**src/rtl/registers_bank.sv**
```systemverilog
// ============================================================================
// Module   : registers_bank
// Brief    : 2**ADDR_W x DATA_W register file, two combinational read ports,
//            one synchronous write port, synchronous active-high clear.
// Revision : 1.0
// ============================================================================
`default_nettype none

module registers_bank #(
  parameter int DATA_W = 32,
  parameter int ADDR_W = 5
) (
  input  logic              clk,
  input  logic              reset,
  input  logic [ADDR_W-1:0] addr_a,
  input  logic [ADDR_W-1:0] addr_b,
  input  logic [ADDR_W-1:0] addr_d,
  input  logic [DATA_W-1:0] data,
  input  logic              write,
  output logic [DATA_W-1:0] a,
  output logic [DATA_W-1:0] b
);

  localparam int C_NREG = 2 ** ADDR_W;

  logic [DATA_W-1:0] r_regs [C_NREG];

  // Each register owns its own flop group, so only the addressed one loads.
  // Reset wins over write; R0 is ordinary storage.
  for (genvar gi = 0; gi < C_NREG; gi++) begin : g_reg
    logic w_we;
    assign w_we = write && (addr_d == ADDR_W'(gi));

    always_ff @(posedge clk) begin
      if (reset) begin
        r_regs[gi] <= '0;
      end else if (w_we) begin
        r_regs[gi] <= data;
      end
    end
  end

  // No write-to-read bypass: reads reflect current register contents only.
  assign a = r_regs[addr_a];
  assign b = r_regs[addr_b];

endmodule

`default_nettype wire

```
**config.mk**
```make
export PLATFORM = sky130hd
export DESIGN_NAME = registers_bank
export DESIGN_NICKNAME = d
export VERILOG_FILES = /design/src/rtl/registers_bank.sv
export SDC_FILE = /design/constraint.sdc
export NUM_CORES = 2
export LEC_CHECK = 0
export ABC_CLOCK_PERIOD_IN_PS = 3450
export BUFFER_PORTS_ARGS = -buffer_cell sky130_fd_sc_hd__buf_4
export CORE_MARGIN = 2
export CORE_UTILIZATION = 30
export DETAILED_ROUTE_END_ITERATION = 10
export PLACE_DENSITY_LB_ADDON = 0.25
export REMOVE_ABC_BUFFERS = 1
export SLEW_MARGIN = 0
export SYNTH_ARGS = -nofsm -noshare
export SYNTH_HDL_FRONTEND = slang
export SYNTH_SLANG_ARGS = --single-unit
export TNS_END_PERCENT = 30
```
**constraint.sdc**
```tcl
create_clock -name clk -period 3.45 [get_ports clk]
set_input_delay 0.1725 -clock clk [delete_from_list [all_inputs] [get_ports clk]]
set_output_delay 0.1725 -clock clk [all_outputs]
set_load 0.02 [all_outputs]
```
======== Yosys cells after proc, flatten, opt, wreduce, memory -nomap -nowiden ========
Memories as Yosys holds them, arrays and structs flattened.
Index checks and enable logic that the tools add are counted.
storage, ports and cells
  memories ................................ 1
  RAM bits ................................ 1024
  bits in registers ....................... 0
  logic and storage cells ................. 227
  output and inout port bits .............. 64
  input bits .............................. 50
memories
  memory  depth  bits a word  rd ports  clocked after memory_dff  wr ports  line  text
  r_regs  32     32           2         0                         32        26    logic [DATA_W-1:0] r_regs [C_NREG];
operators by class
  mux-type cells .......................... 130
  eq/ne operators ......................... 31
  bitwise logic cells ..................... 32
  reduce and logical (&&, ||, !) cells .... 33
operator list
  cell                                                             count
  32-bit 2-to-1 mux                                                32
  1-bit 2-to-1 mux                                                 98
  5-bit == test, second input constant                             16
  5-bit by 4-bit == test with 1-bit output, second input constant  8
  1-bit logical AND                                                32
  1-bit bitwise OR                                                 32
  5-bit by 3-bit == test with 1-bit output, second input constant  4
  5-bit by 2-bit == test with 1-bit output, second input constant  2
  5-bit by 1-bit == test with 1-bit output, second input constant  1
  5-bit zero test                                                  1

======== Depth between registers and ports, before layout ========
  depth in word-level cells ............... 6
  mapped depth ............................ 8
  mapped depth without buffers ............ 5

======== Least setup slack after synthesis ========
OpenSTA, ideal clock, no wires.
  kind .................................... input to register
  start point ............................. input addr_d[3]
  end point ............................... memory r_regs[23][0], enable pin
  setup time .............................. 0.428 ns
  setup slack ............................. 0.795 ns
  cell stages on the path ................. 3
  data required time ...................... 3.022 ns
  arrival ................................. 2.227 ns
  buffers on the path ..................... 0
  cell sequence ........................... and2b_1 > nand3_1 > o21bai_1
RTL lines
  item         line  text
  from (decl)  17    input logic [ADDR_W-1:0] addr_d,
  to (decl)    26

==> results.json <==
{
  "avgSynthCellArea_sq_um": 12.1,
  "placed_cells": 6975,
  "via_per_inst": 5.45,
  "synth_xor_area_frac": 0,
  "grt_pass1_wl_mm": 309,
  "drive_gt1_frac": 0.110,
  "finalNonFillerCells": 7217,
  "crit_buf_inv": 1,
  "crit_path_top_delay_cell": "a31oi_1",
  "crit_arrival_ps": 2640,
  "die-area_sq_um": 191000,
  "cts_tree": "built",
  "antenna_found_initial": 32,
  "cap_violations": 0,
  "path_class": "reg -> out",
  "routed_wl_mm": 223,
  "status": "completed",
  "crit_path_max_incr_delay_ps": 520,
  "period_needed_ps": 2810,
  "drt_iter0_markers": 3983,
  "p_comb_frac": 0.134,
  "hold_viol_final": 0,
  "place_congestion": 0.814,
  "top_regs": "r_regs x1024",
  "pwr-share-clk": 0.384,
  "synth_edf_count": 1024,
  "grt_use_total": 0.227,
  "async_flop_share": 0,
  "htree_num_levels": 3,
  "placed_area_sq_um": 60800,
  "synthToLayoutAreaGrowth_pct": 14.7,
  "first_pass_iters": 6,
  "setup_ws_ps": 636,
  "numCtsBuffers": 115,
  "slew-limit-headroom": 0.205,
  "wl_per_cell_um": 30.9,
  "synth.distinct_cells": 29,
  "total_power_mw": 30.6,
  "synth_top_family_by_area": "multiplexers",
  "synth_fa_ha_area_frac": 0,
  "vdd_ir_drop_max_v": 0.000345,
  "largest_reg_flops": 1024,
  "seq_area_frac_synth": 0.546,
  "switching_power_mw": 8.26,
  "p_leak_nw": 24.9,
  "netlist_area_sq_um": 56300,
  "p_int_mw": 22.4,
  "hold_path_depth": 2,
  "num_rows": 158,
  "netlist_instances": 4656,
  "worstPathRequired_ps": 3280,
  "fin_nets": 4694,
  "post-route-drc-count": 0,
  "start_util": 0.303,
  "synthFlopType": "edfxtp_1",
  "synth_simple_gate_area_share": 0.159,
  "critPathLaunchType": "register",
  "numClockSinks": 1024,
  "core_area_sq_um": 186000,
  "setup_viol": 0,
  "worst_hold_path.endpoint": "r_regs[4][8]",
  "ctsRootBufferMaster": "clkbuf_16",
  "end_kind": "output port",
  "antenna_left": 0,
  "min_path_type": "in -> reg",
  "grt_pass1_vias": 39212,
  "postLayoutCoreUtil": 0.347,
  "yosys_warnings": 0,
  "synth_compound_area_frac": 0.0740,
  "finalCritPeriodShare": 0.816,
  "io_pins": 114,
  "crit_chain": "mux2i_1, a22o_1, nor3_1, a31oi_1, nand3_1, buf_4",
  "drv_slew": 0,
  "fp.dieH_um": 437,
  "netSwitchingFraction": 0.270,
  "tightest_slew_ps": 1190,
  "post-dp-hpwl_mm": 129,
  "pwr-share-seq": 0.482,
  "grt_max_degree": 72,
  "fmax_ghz": 0.355,
  "critPathLaunch": "r_regs[6][8]",
  "port_buffers": 113,
  "post-place-ws_ps": 673,
  "vias": 39314,
  "grt_overflow": 0,
  "synth_seq_cells": 1024,
  "muxShareOfSynthArea": 0.182,
  "power.density_nw_per_um2": 475,
  "cts_setup_buffers": 0,
  "clkTransAtPathRegs_ps": 60,
  "path_max_fanout": 2,
  "top_register": "r_regs",
  "crit_family": "compound AO/OA/AOI/OAI gates",
  "min_from": "reset",
  "die_x_um": 437,
  "rsz0062_at_grt": "no",
  "clockBufferDepth": 3,
  "fin_area_sq_um": 64500
}
## cell usage in the layout, fill, tap and decap left out, drive strengths merged
master,instances
a22o,128
a21oi,192
nor2,36
a22oi,192
clkbuf,147
a31oi,64
and2,1026
o21bai,32
clkinv,44
bufinv,7
nand2,204
dlygate4sd3,32
nor3,64
nor2b,4
edfxtp,1024
nand2b,5
diode,8
mux2i,1024
or2,4
nand4,1
and2b,4
buf,293
inv,4
nand3,198
## what timing repair did
| item | CTS | global route |
|---|---|---|
| gates resized for setup | 0 | 0 |
| endpoints found under the hold margin | 1002 | 0 |
| hold buffers | 32 | 0 |
## metrics by stage
stage	TNS [ps]	hold slack (ps)
2_1_floorplan	-122870	371
3_5_place_dp	0	723
5_1_grt	0	193
4_1_cts	0	156
3_3_place_gp	0	717
6_report	0	193
## power by group through the flow
stage / clock (mW) / sequential (mW) / combinational (mW)
6_report: 11.8 / 14.8 / 4.10
5_1_grt: 12.4 / 14.8 / 4.27
4_1_cts: 11.9 / 14.7 / 4.09
3_5_place_dp: 0 / 15.0 / 4.05
3_3_place_gp: 0 / 15.0 / 4.04
2_1_floorplan: 0 / 14.9 / 1.90
## cell families (layout without fill, tap and decap cells)
logic type / after synthesis / count (layout)
AND/OR/NAND/NOR: 1546 / 1546
flip-flops: 1024 / 1024
AO/OA/AOI/OAI: 608 / 608
multiplexers: 1024 / 1024
buffers and inverters: 454 / 527
other: 0 / 8
## per-layer routing
metal | vias to the layer above | global-route usage | part of all wire
met5 | - | 0 | 0
met4 | 0 | 0.0758 | 0.037
met3 | 348 | 0.0388 | 0.067
met2 | 1557 | 0.374 | 0.47
met1 | 20360 | 0.302 | 0.43
li1 | 17049 | - | -
## cells in the mapped netlist (5+ instances only)
master | instances | area, sq um
a21oi_1 | 192 | 961
a22o_1 | 128 | 1120
a22oi_1 | 192 | 1440
a31oi_1 | 64 | 400
and2_1 | 1026 | 6420
buf_1 | 22 | 82.6
buf_2 | 84 | 420
buf_4 | 84 | 631
clkbuf_1 | 245 | 920
clkbuf_2 | 17 | 85.1
edfxtp_1 | 1024 | 30700
mux2i_1 | 1024 | 10200
nand2_1 | 203 | 762
nand2b_1 | 5 | 31.3
nand3_1 | 195 | 976
nor2_1 | 17 | 63.8
nor2_2 | 9 | 56.3
nor2_8 | 10 | 200
nor3_1 | 64 | 320
o21bai_1 | 32 | 240
## final cells by class
type | instances | area (sq um)
flip-flops and latches | 1024 | 30700
diodes | 8 | 20.0
clock inverters | 55 | 427
repair buffers | 325 | 3310
fillers | 18279 | 121000
well taps | 2480 | 3100
clock buffers | 147 | 3000
multi-input cells | 3178 | 23900
## worst max-delay path by stage
stage | slack (ps) | cells past startpoint | to
2_1_floorplan | -1920 | 4 | a[0]
3_3_place_gp | 650 | 8 | b[18]
3_5_place_dp | 670 | 8 | b[18]
4_1_cts | 610 | 6 | b[30]
5_1_grt | 570 | 6 | b[8]
6_report | 640 | 6 | b[8]
Power figures use the tool's default switching activity.
